[src/rtl/screen_sequencer.sv]
// screen_sequencer: page controller for the VGA game display.
// Runs the TITLE/LEVEL/DONE page FSM, tracks the current level and muxes the
// page renderers' rgb onto the registered VGA output.
//
// Ports:
//   clk, reset_n            clock, asynchronous active-low reset
//   video_on, x, y          raster position from the VGA sync counter
//   start                   debounced start button (level), edge-detected here
//   level_solved            one-cycle pulse from game logic
//   rgb_title/level/done    page renderer colours
//   rgb                     registered output colour (1-cycle latency)
//   page, level             current page (0 TITLE, 1 LEVEL, 2 DONE), level index
//   page_changed            one-cycle pulse when page or level is written
module screen_sequencer #(
    parameter int NUM_LEVELS       = 3,
    parameter int DONE_HOLD_FRAMES = 600,
    parameter int V_ACTIVE         = 480
) (
    input  logic        clk,
    input  logic        reset_n,
    input  logic        video_on,
    input  logic [9:0]  x,
    input  logic [9:0]  y,
    input  logic        start,
    input  logic        level_solved,
    input  logic [11:0] rgb_title,
    input  logic [11:0] rgb_level,
    input  logic [11:0] rgb_done,
    output logic [11:0] rgb,
    output logic [1:0]  page,
    output logic [2:0]  level,
    output logic        page_changed
);

    localparam int CW = (DONE_HOLD_FRAMES > 1) ? $clog2(DONE_HOLD_FRAMES) : 1;
    localparam logic [2:0]    LAST_LEVEL = 3'(NUM_LEVELS - 1);
    localparam logic [CW-1:0] HOLD_LAST  = CW'(DONE_HOLD_FRAMES - 1);

    typedef enum logic [1:0] {
        PAGE_TITLE = 2'd0,
        PAGE_LEVEL = 2'd1,
        PAGE_DONE  = 2'd2
    } page_e;

    page_e         page_q, page_d;
    logic [2:0]    level_q, level_d;
    logic [CW-1:0] hold_q, hold_d;
    logic          go_req_q, go_req_d;
    logic          adv_req_q, adv_req_d;
    logic          changed_q, changed_d;
    logic [11:0]   rgb_q, rgb_d;
    logic          vb_q;
    logic          start_q;

    logic vb;
    logic tick;
    logic start_rise;
    logic xfer;

    // One tick per frame even if x lingers at 0 on the first blank line.
    assign vb         = (x == 10'd0) && (y == 10'(V_ACTIVE));
    assign tick       = vb & ~vb_q;
    assign start_rise = start & ~start_q;

    always_comb begin
        page_d    = page_q;
        level_d   = level_q;
        hold_d    = hold_q;
        go_req_d  = go_req_q;
        adv_req_d = adv_req_q;
        xfer      = 1'b0;

        if (tick) begin
            unique case (page_q)
                PAGE_TITLE: begin
                    if (go_req_q) begin
                        page_d  = PAGE_LEVEL;
                        level_d = 3'd0;
                    end
                end
                PAGE_LEVEL: begin
                    if (adv_req_q) begin
                        if (level_q == LAST_LEVEL) begin
                            page_d = PAGE_DONE;
                            hold_d = '0;
                        end else begin
                            level_d = level_q + 3'd1;
                        end
                    end
                end
                PAGE_DONE: begin
                    // A start press beats the hold timer.
                    if (go_req_q || (hold_q == HOLD_LAST)) begin
                        page_d  = PAGE_TITLE;
                        level_d = 3'd0;
                        hold_d  = '0;
                    end else begin
                        hold_d = hold_q + CW'(1);
                    end
                end
                default: begin
                    page_d  = PAGE_TITLE;
                    level_d = 3'd0;
                    hold_d  = '0;
                end
            endcase

            xfer = (page_d != page_q) || (level_d != level_q);
            if (xfer) begin
                go_req_d  = 1'b0;
                adv_req_d = 1'b0;
            end
            if (page_q == PAGE_DONE) begin
                go_req_d = 1'b0;
            end
        end

        // Events are filed against the page that holds after this clock, so a
        // request landing on the tick cycle counts toward the next frame only.
        if (start_rise && (page_d == PAGE_TITLE || page_d == PAGE_DONE)) begin
            go_req_d = 1'b1;
        end
        if (level_solved && (page_d == PAGE_LEVEL)) begin
            adv_req_d = 1'b1;
        end

        changed_d = xfer;

        rgb_d = 12'h000;
        if (video_on) begin
            unique case (page_q)
                PAGE_TITLE: rgb_d = rgb_title;
                PAGE_LEVEL: rgb_d = rgb_level;
                PAGE_DONE:  rgb_d = rgb_done;
                default:    rgb_d = 12'h000;
            endcase
        end
    end

    always_ff @(posedge clk or negedge reset_n) begin
        if (!reset_n) begin
            page_q    <= PAGE_TITLE;
            level_q   <= 3'd0;
            hold_q    <= '0;
            go_req_q  <= 1'b0;
            adv_req_q <= 1'b0;
            changed_q <= 1'b0;
            rgb_q     <= 12'h000;
            vb_q      <= 1'b0;
            start_q   <= 1'b0;
        end else begin
            page_q    <= page_d;
            level_q   <= level_d;
            hold_q    <= hold_d;
            go_req_q  <= go_req_d;
            adv_req_q <= adv_req_d;
            changed_q <= changed_d;
            rgb_q     <= rgb_d;
            vb_q      <= vb;
            start_q   <= start;
        end
    end

    assign rgb          = rgb_q;
    assign page         = page_q;
    assign level        = level_q;
    assign page_changed = changed_q;

endmodule

[config.mk]
export PLATFORM = sky130hd
export DESIGN_NAME = screen_sequencer
export DESIGN_NICKNAME = d
export VERILOG_FILES = /design/src/rtl/screen_sequencer.sv
export SDC_FILE = /design/constraint.sdc
export NUM_CORES = 1
export LEC_CHECK = 0
export CAP_MARGIN = 0
export CORE_ASPECT_RATIO = 0.6
export CORE_MARGIN = 10
export CORE_UTILIZATION = 42
export CTS_CLUSTER_SIZE = 30
export DETAILED_ROUTE_END_ITERATION = 8
export PLACE_DENSITY = 0.91
export SLEW_MARGIN = 5
export SYNTH_ARGS = -nofsm -noshare
export SYNTH_HDL_FRONTEND = slang
export SYNTH_SLANG_ARGS = --single-unit
[constraint.sdc]
create_clock -name clk -period 2.2 [get_ports clk]
set_input_delay 0.33 -clock clk [delete_from_list [all_inputs] [get_ports clk]]
set_output_delay 0.33 -clock clk [all_outputs]
set_load 0.05 [all_outputs]
# Word-level counts from Yosys, hierarchy flattened
# Index checks and enable logic that the tools add are counted.
[classes]
n_addsub = 2
n_eq_ne = 11
muxes = 26
bitwise = 5
n_reduce_logical = 16
[op_table]
columns = ["cell", "n"]
rows = [
  ["12-bit one-hot mux with 3 select lines", 1],
  ["10-bit two-way mux", 3],
  ["10-bit one-hot mux with 3 select lines", 1],
  ["3-bit two-way mux", 5],
  ["12-bit two-way mux", 1],
  ["2-bit two-way mux", 6],
  ["10-bit by 1-bit adder with 10-bit output (second input constant)", 1],
  ["10-bit == test (second input constant)", 1],
  ["10-bit by 9-bit == test with 1-bit output (second input constant)", 1],
  ["10-bit logical NOT", 1],
  ["3-bit one-hot mux with 3 select lines", 1],
  ["1-bit two-way mux", 7],
  ["2-bit one-hot mux with 3 select lines", 1],
  ["2-bit nonzero test", 3],
  ["2-bit by 1-bit == test with 1-bit output (second input constant)", 2],
  ["2-bit == test (second input constant)", 2],
  ["2-bit logical NOT", 2],
  ["2-bit != test (second input constant)", 2],
  ["2-bit AND reduction", 2],
  ["4-bit AND reduction", 1],
  ["3-bit by 1-bit adder with 3-bit output (second input constant)", 1],
  ["3-bit by 2-bit == test with 1-bit output (second input constant)", 1],
  ["1-bit logical AND", 3],
  ["1-bit logical OR", 3],
  ["5 further kinds", 8],
]
[totals]
register_bits = 32
inputBits = 61
output_inout_bits = 18

# Longest topological paths before layout
# Gate-level depths: netlist of run 1.
[depth]
word_depth = 11
depth_mapped = 7

# Worst setup path after synthesis of run 1
# Ideal clock, no wire load.
[synth_timing]
kind = "register to register"
start = "register level_q[1], in the netlist level[1]"
end = "register hold_q[6]"
setup_ps = 78
arrival_ps = 1906
required_time_ps = 2122
setup_slack_ps = 217
path_stages_with_launch = 7
n_path_buf = 0
cell_sequence = "dfrtp_1 > ha_1 > and3b_1 > a21o_1 > nand3_1 > or3_1 > a21oi_1"
[synth_via]
elab_chain_len = 3
[synth_lines]
columns = ["item", "line_no", "rtl"]
rows = [
  ["from (decl)", "46", "logic [2:0] level_q, level_d;"],
  ["from (signal assigned)", "153", "level_q <= level_d;"],
  ["3-bit by 2-bit == test with 1-bit output", "83", "if (level_q == LAST_LEVEL) begin"],
  ["2-bit != test (no source line)", "--", ""],
  ["4-bit AND reduction (no source line)", "--", ""],
  ["to (signal assigned)", "154", "hold_q <= hold_d;"],
  ["to (decl)", "47", "logic [CW-1:0] hold_q, hold_d;"],
]
# Every way passes these cells.
# A chain may end at the register's enable or synchronous reset.

# Worst setup path in the final report of run 1
[layout_timing]
start = "input port y[1]"
end = "register adv_req_q"
[layout_via]
elab_chain_len = 8
word_cells_on_any_way = 10
classes_between = "eq/ne: 2; mux: 2; bitwise: 1; reduce/logical: 5"
[layout_lines]
columns = ["item", "line_no", "rtl"]
rows = [
  ["from (decl)", "23", "input logic [9:0] y,"],
  ["10-bit by 9-bit == test with 1-bit output (*)", "61", "assign vb = (x == 10'd0) && (y == 10'(V_ACTIVE));"],
  ["1-bit logical AND (*)", "61", ""],
  ["1-bit AND (*)", "62", "assign tick = vb & ~vb_q;"],
  ["2-bit two-way mux", "73", "if (tick) begin"],
  ["2-bit by 1-bit == test with 1-bit output", "123", "if (level_solved && (page_d == PAGE_LEVEL)) begin"],
  ["1-bit logical AND", "123", ""],
  ["2-bit nonzero test (no source line)", "--", ""],
  ["2-bit AND reduction (no source line)", "--", ""],
  ["to (signal assigned)", "156", "adv_req_q <= adv_req_d;"],
  ["to (decl)", "49", "logic adv_req_q, adv_req_d;"],
]
# Every way passes the cells marked *; elsewhere a longest branch is shown, timed or not.

==> results.toml, run 1 <==
[placement]
hpwl_mm = 4.45
dpl_cell_area_um2 = 2780
place_congestion = 0.833
place_inst = 333
numPortBuffers = 78

[pwr]
power_density_nw_per_um2 = 476
switching_share_pct = 22.8
pwr-share-comb_pct = 16.0
pwr-share-clk_pct = 40.3
ir_worst_vdd_mv = 0.357
total_power_mw = 1.38
power.switching_mw = 0.315
intPower_mw = 1.07
p_seq_share_pct = 43.7
leakage_nw = 1.30

[clock_tree]
path_clk_slew_ps = 80
ctsHoldBuffers = 0
clock_sinks = 32
numCtsBuffers = 5
htreeDepth = 2
clk_path_buf_depth = 2
clock-root-buffer = "clkbuf_8"
cts_setup_buffers = 0
insertion_delay_ps = 280
cts_tree = "done"

[global_route]
grt_overflow = 0
grt_start_max_net_pins = 33
grt_pass1_wl_mm = 9.20
antenna_found_initial = 0
grt_pass1_vias = 1880
grtUsageTotal_pct = 14.5

[yosys]
synth_nets = 250
synth-seq-area-share_pct = 43.7
synth_warnings = 0
synthFlopType = "dfrtp_1"
synth_adder_area_share_pct = 2.05
synth_area_um2 = 1830
ys_async_sr_fraction_pct = 100
synthMuxAreaShare_pct = 7.10
ys_types = 42
netlist_instances = 186
synth_compound_area_share_pct = 15.5
ys_ff_latch = 32
postSynthAreaPerCell_um2 = 9.85
synth_edf_count = 0
synth_xor_area_share_pct = 0.956
synth_simple_gate_area_share_pct = 27.4
synth_top_family_by_area = "simple AND/OR/NAND/NOR gates"

[floorplan]
die_area_um2 = 7490
ioPinCount = 79
start_util_pct = 44.0
coreArea_um2 = 4170
std_cell_rows = 18
die_h_um = 71.2
die_w_um = 105

[final_layout]
fillers = 320
diodes = 0
final_cell_mix = "76 x clkdlybuf4s50_1, 32 x dfrtp_1, 21 x o21ai_0"
stdcell_area_um2 = 2900
final_common_cell = "clkdlybuf4s50_1"
synthToLayoutAreaGrowth_pct = 58.2
nNetsFinal = 344
stdcell_count = 341
layout-drive-gt1-share_pct = 13.2

[critical_path]
crit_chain = "clkdlybuf4s50_1 > nor4b_4 > nand2_1 > or3_1 > a311o_1 > a32o_1"
slowest_stage = "or3_1"
critPathCaptureType = "flop"
critPathKind = "primary input to flop"
rr_worst_depth = 5
max_stage_delay_ps = 500
worstPathRequired_ps = 2370
path_max_fanout = 7
crit_arrival_ps = 2250
cp-start-kind = "primary input"

[detailed_routing]
route.detailed.drc = 0
vias = 1782
viasPerCell = 5.23
highest_layer = "met4"
drtAntennaViolNets = 0
finalWirelength_mm = 5.45
drtPass1Iterations = 5
m1WireLength_mm = 2.28
wl_met3_um = 395
wire_per_inst_um = 16.0
met2_length_mm = 2.76
drtIter0Drc = 87

[sta]
max-slew-margin-rel_pct = 44.8
fmax_ghz = 0.481
fin_crit_sh_pct = 94.5
slew_violations = 0
min_period_ps = 2080
worst_pin_slew_ps = 825
setup_viol = 0
rsz0062_at_grt = "no"
hold_viol = 0
clock_skew_ps = 10.8

[min_path]
hold_path_class = "primary input to asynchronous set/reset pin"

[run_status]
outcome = "complete, no violations"

[flow_run]
drv_cap = 0
==> synth_stat cells, types with 2 or more instances <==
cell	number	area, um2
nor4_4	3	63.8
and3b_1	2	17.5
nor4_1	2	12.5
nand3_1	8	40.0
nand3b_1	2	15.0
and2_1	12	75.1
buf_2	3	15.0
nand2_1	19	71.3
o21ai_0	21	105
ha_1	3	37.5
clkbuf_1	3	11.3
o41ai_1	4	35.0
a21o_1	2	15.0
and3_1	3	18.8
mux2i_1	13	130
dfrtp_1	32	801
nor2_1	8	30.0
a21oi_1	8	40.0
nor3_1	3	15.0
or3_1	6	37.5
inv_1	5	18.8
nand2b_1	4	25.0
==> routing by layer <==
| layer | global-route usage (%) | up-vias |
|---|---|---|
| li1 | - | 862 |
| met1 | 17.9 | 860 |
| met2 | 25.2 | 58 |
| met3 | 4.61 | 2 |
| met4 | 1.06 | 0 |
| met5 | 0 | - |
==> metrics by stage <==
step | utilization (%) | setup slack [ps] | hold slack (ps) | TNS, ps
6_report | 69.6 | 120 | 450 | 0
5_1_grt | 69.6 | 36.9 | 483 | 0
4_1_cts | 69.5 | 122 | 466 | 0
3_5_place_dp | 66.8 | -174 | 482 | -864
3_3_place_gp | 66.8 | -140 | 483 | -534
2_1_floorplan | - | 217 | 34.4 | 0
==> power groups by stage <==
stage / registers (mW) / clock network (mW) / logic (mW)
2_1_floorplan: 0.656 / 0 / 0.0254
3_3_place_gp: 0.614 / 0 / 0.220
3_5_place_dp: 0.614 / 0 / 0.224
4_1_cts: 0.603 / 0.558 / 0.224
5_1_grt: 0.604 / 0.597 / 0.235
6_report: 0.603 / 0.556 / 0.221
==> cell families (layout without fill, tap and decap cells) <==
logic type	Yosys count	after routing
simple gates	80	80
compound gates	43	43
flops	32	32
mux	13	13
buf+inv	13	108
fa+ha+maj	3	3
xor+xnor	2	2
==> sequential cells by signal, indices dropped and copies added (netlist names) <==
| register | cells |
|---|---|
| vb_q | 1 |
| start_q | 1 |
| level | 3 |
| adv_req_q | 1 |
| rgb | 12 |
| go_req_q | 1 |
| hold_q | 10 |
| page_changed | 1 |
| page | 2 |
==> worst paths after layout <==
kind                            from         to  slack [ps]
setup / recovery                y[1]  adv_req_q         120
hold / removal               reset_n    rgb[11]         450
setup reg to reg           hold_q[0]  adv_req_q         220
hold reg to reg              start_q   go_req_q         500
max in group asynchronous    reset_n  hold_q[7]        1460
min in group clk             start_q   go_req_q         500
==> critical path: cells and delay by family <==
kind	cells	cell delay (ps)
AND/OR/NAND/NOR	3	900
AO/OA/AOI/OAI	2	580
buffers and inverters	1	440
==> cell type report <==
type | count | area (um2) | area share (%)
repair buffers | 95 | 916 | 31.6
flip-flops and latches | 32 | 801 | 27.6
clock buffers | 5 | 68.8 | 2.37
inverters | 5 | 18.8 | 0.647
clock inverters | 3 | 42.5 | 1.47
multi-input cells | 141 | 977 | 33.7
well taps | 60 | 75.1 | 2.59
==> timing repair <==
item / 4_1_cts / 5_1_grt
hold endpoints to repair: 0 / 0
setup endpoints to repair: 0 / 1
gates resized for setup: 0 / 1
Power figures use the tool's default switching activity.
==> run 2, diff against run 1 <==
--- a/config.mk
+++ b/config.mk
@@ -12,7 +12,6 @@
 export CTS_CLUSTER_SIZE = 30
 export DETAILED_ROUTE_END_ITERATION = 8
 export PLACE_DENSITY = 0.91
-export SLEW_MARGIN = 5
 export SYNTH_ARGS = -nofsm -noshare
 export SYNTH_HDL_FRONTEND = slang
 export SYNTH_SLANG_ARGS = --single-unit
==> results of run 2 <==
Same layout as run 1: the final DEF is identical, and so are final timing and power.
==> run 3, diff against run 2 <==
--- a/config.mk
+++ b/config.mk
@@ -8,10 +8,10 @@
 export CAP_MARGIN = 0
 export CORE_ASPECT_RATIO = 0.6
 export CORE_MARGIN = 10
-export CORE_UTILIZATION = 42
+export CORE_UTILIZATION = 30
 export CTS_CLUSTER_SIZE = 30
 export DETAILED_ROUTE_END_ITERATION = 8
-export PLACE_DENSITY = 0.91
+export PLACE_DENSITY = 0.71
 export SYNTH_ARGS = -nofsm -noshare
 export SYNTH_HDL_FRONTEND = slang
 export SYNTH_SLANG_ARGS = --single-unit
==> run 3 against run 2 <==
  * Design area up 1.2%
  * Largest power group is now clock
  * Setup slack worse by 31 ps
  * Fmax down 1.5%
  * Cell count up 5.9%
  * Sequential share of layout area down 0.33 points
  * Highest routed layer unchanged
==> results.toml, run 3 (synthesis gave the netlist of run 1 again) <==
[run_status]
outcome = "complete, no violations"

[sta]
setup_viol = 0
fmax_ghz = 0.474
fin_crit_sh_pct = 95.9
worst_pin_slew_ps = 810
rsz0062_at_grt = "no"
max-slew-margin-rel_pct = 45.8
hold_viol = 0
min_period_ps = 2110
slew_violations = 0
clock_skew_ps = 8.10
fin_tns_setup_ps = 0
whs_ps = 447
finalWorstSetupSlack_ps = 89.2

[global_route]
grt_overflow = 0
grt_pass1_vias = 1812
grt_start_max_net_pins = 33
grt_pass1_wl_mm = 9.38
grtUsageTotal_pct = 11.9
antenna_found_initial = 0

[critical_path]
path_max_fanout = 6
cp-start-kind = "primary input"
crit_chain = "clkdlybuf4s50_1 > nor4_4 > nand3_2 > or3_1 > a311o_1 > a32o_2"
crit_end = "level[1]"
critPathCaptureType = "flop"
crit_arrival_ps = 2290
worstPathRequired_ps = 2380
reg2reg_from = "hold_q[0]"
rrSetupSlack_ps = 150
slowest_stage = "or3_1"
max_stage_delay_ps = 460
rr_worst_depth = 5
critPathKind = "primary input to flop"
critPathLaunch = "x[6]"
r2r_end = "level[1]"

[placement]
numPortBuffers = 78
place_congestion = 0.787
hpwl_mm = 4.58
dpl_cell_area_um2 = 2810
dp_slack_ps = -196

[clock_tree]
path_clk_slew_ps = 70
numCtsBuffers = 5
cts_tree = "done"
insertion_delay_ps = 290
post_cts_resized = 0
clock_sinks = 32
htreeDepth = 2
cts_setup_buffers = 0
ctsHoldBuffers = 0
clock-root-buffer = "clkbuf_8"
clk_path_buf_depth = 2

[floorplan]
die_area_um2 = 9740
coreArea_um2 = 5750
die_h_um = 80.5
ioPinCount = 79
std_cell_rows = 21
start_util_pct = 31.9
die_w_um = 121

[final_layout]
final_common_cell = "clkdlybuf4s50_1"
fillers = 548
final_cell_mix = "76 x clkdlybuf4s50_1, 32 x dfrtp_1, 21 x o21ai_0"
synthToLayoutAreaGrowth_pct = 60.1
layout-drive-gt1-share_pct = 12.8
nNetsFinal = 344
stdcell_area_um2 = 2930
largest_reg_flops = 12
diodes = 0

[detailed_routing]
drtIter0Drc = 122
route.detailed.drc = 0
wire_per_inst_um = 15.7
drtPass1Iterations = 4
vias = 1699
finalWirelength_mm = 5.69
viasPerCell = 4.71
drtAntennaViolNets = 0

[flow_run]
drv_cap = 0

[pwr]
ir_worst_vdd_mv = 0.237
leakage_nw = 1.31
power_density_nw_per_um2 = 495

[min_path]
hold_path_class = "primary input to asynchronous set/reset pin"
[run 3: report_power, final]
group / internal (mW) / total (mW) / switching [mW] / leakage, nW
combinational: 0.130 / 0.223 / 0.0922 / 0.821
sequential: 0.600 / 0.603 / 0.00312 / 0.421
clock: 0.400 / 0.626 / 0.226 / 0.0645
[run 3: how the worst min path moves through the flow]
stage                        from        end  slack [ps]  depth (start not counted)
final                     reset_n       vb_q         450                          2
after floorplan           reset_n  adv_req_q          30                          0
after CTS                 reset_n  hold_q[1]         470                          2
after global placement    start_q   go_req_q         490                          2
after global routing      reset_n       vb_q         480                          2
after detailed placement  start_q   go_req_q         490                          2
[run 3: metrics by stage]
stage | total power [mW] | utilization [%] | instances
floorplan | 0.681 | - | 186
global placement | 0.837 | 48.8 | 353
detailed placement | 0.841 | 48.8 | 353
CTS | 1.46 | 51.0 | 361
global route | 1.51 | 51.0 | 361
finish | 1.45 | 51.0 | 361
[run 3: metal layers]
metal / up-vias / GRT usage, % / part of all wire (%)
met5: - / 0 / 0
met4: 0 / 2.28 / 0.28
met3: 2 / 5.38 / 9.0
met2: 55 / 17.9 / 44
met1: 782 / 15.4 / 47
li1: 860 / - / -
[run 3: critical path: cells and delay by family]
family                 cells  cell delay [ps]
buffers and inverters      1              450
AO/OA/AOI/OAI              2              610
AND/OR/NAND/NOR            3              890
[run 3: cell type report]
type | count | area [um2] | share of cell area (%)
sequential | 32 | 801 | 27.3
inverter | 5 | 18.8 | 0.640
clock inverter | 1 | 30.0 | 1.02
timing repair buffer | 95 | 916 | 31.2
multi-input combinational | 141 | 972 | 33.1
clock buffer | 7 | 96.3 | 3.28
tap | 80 | 100 | 3.41
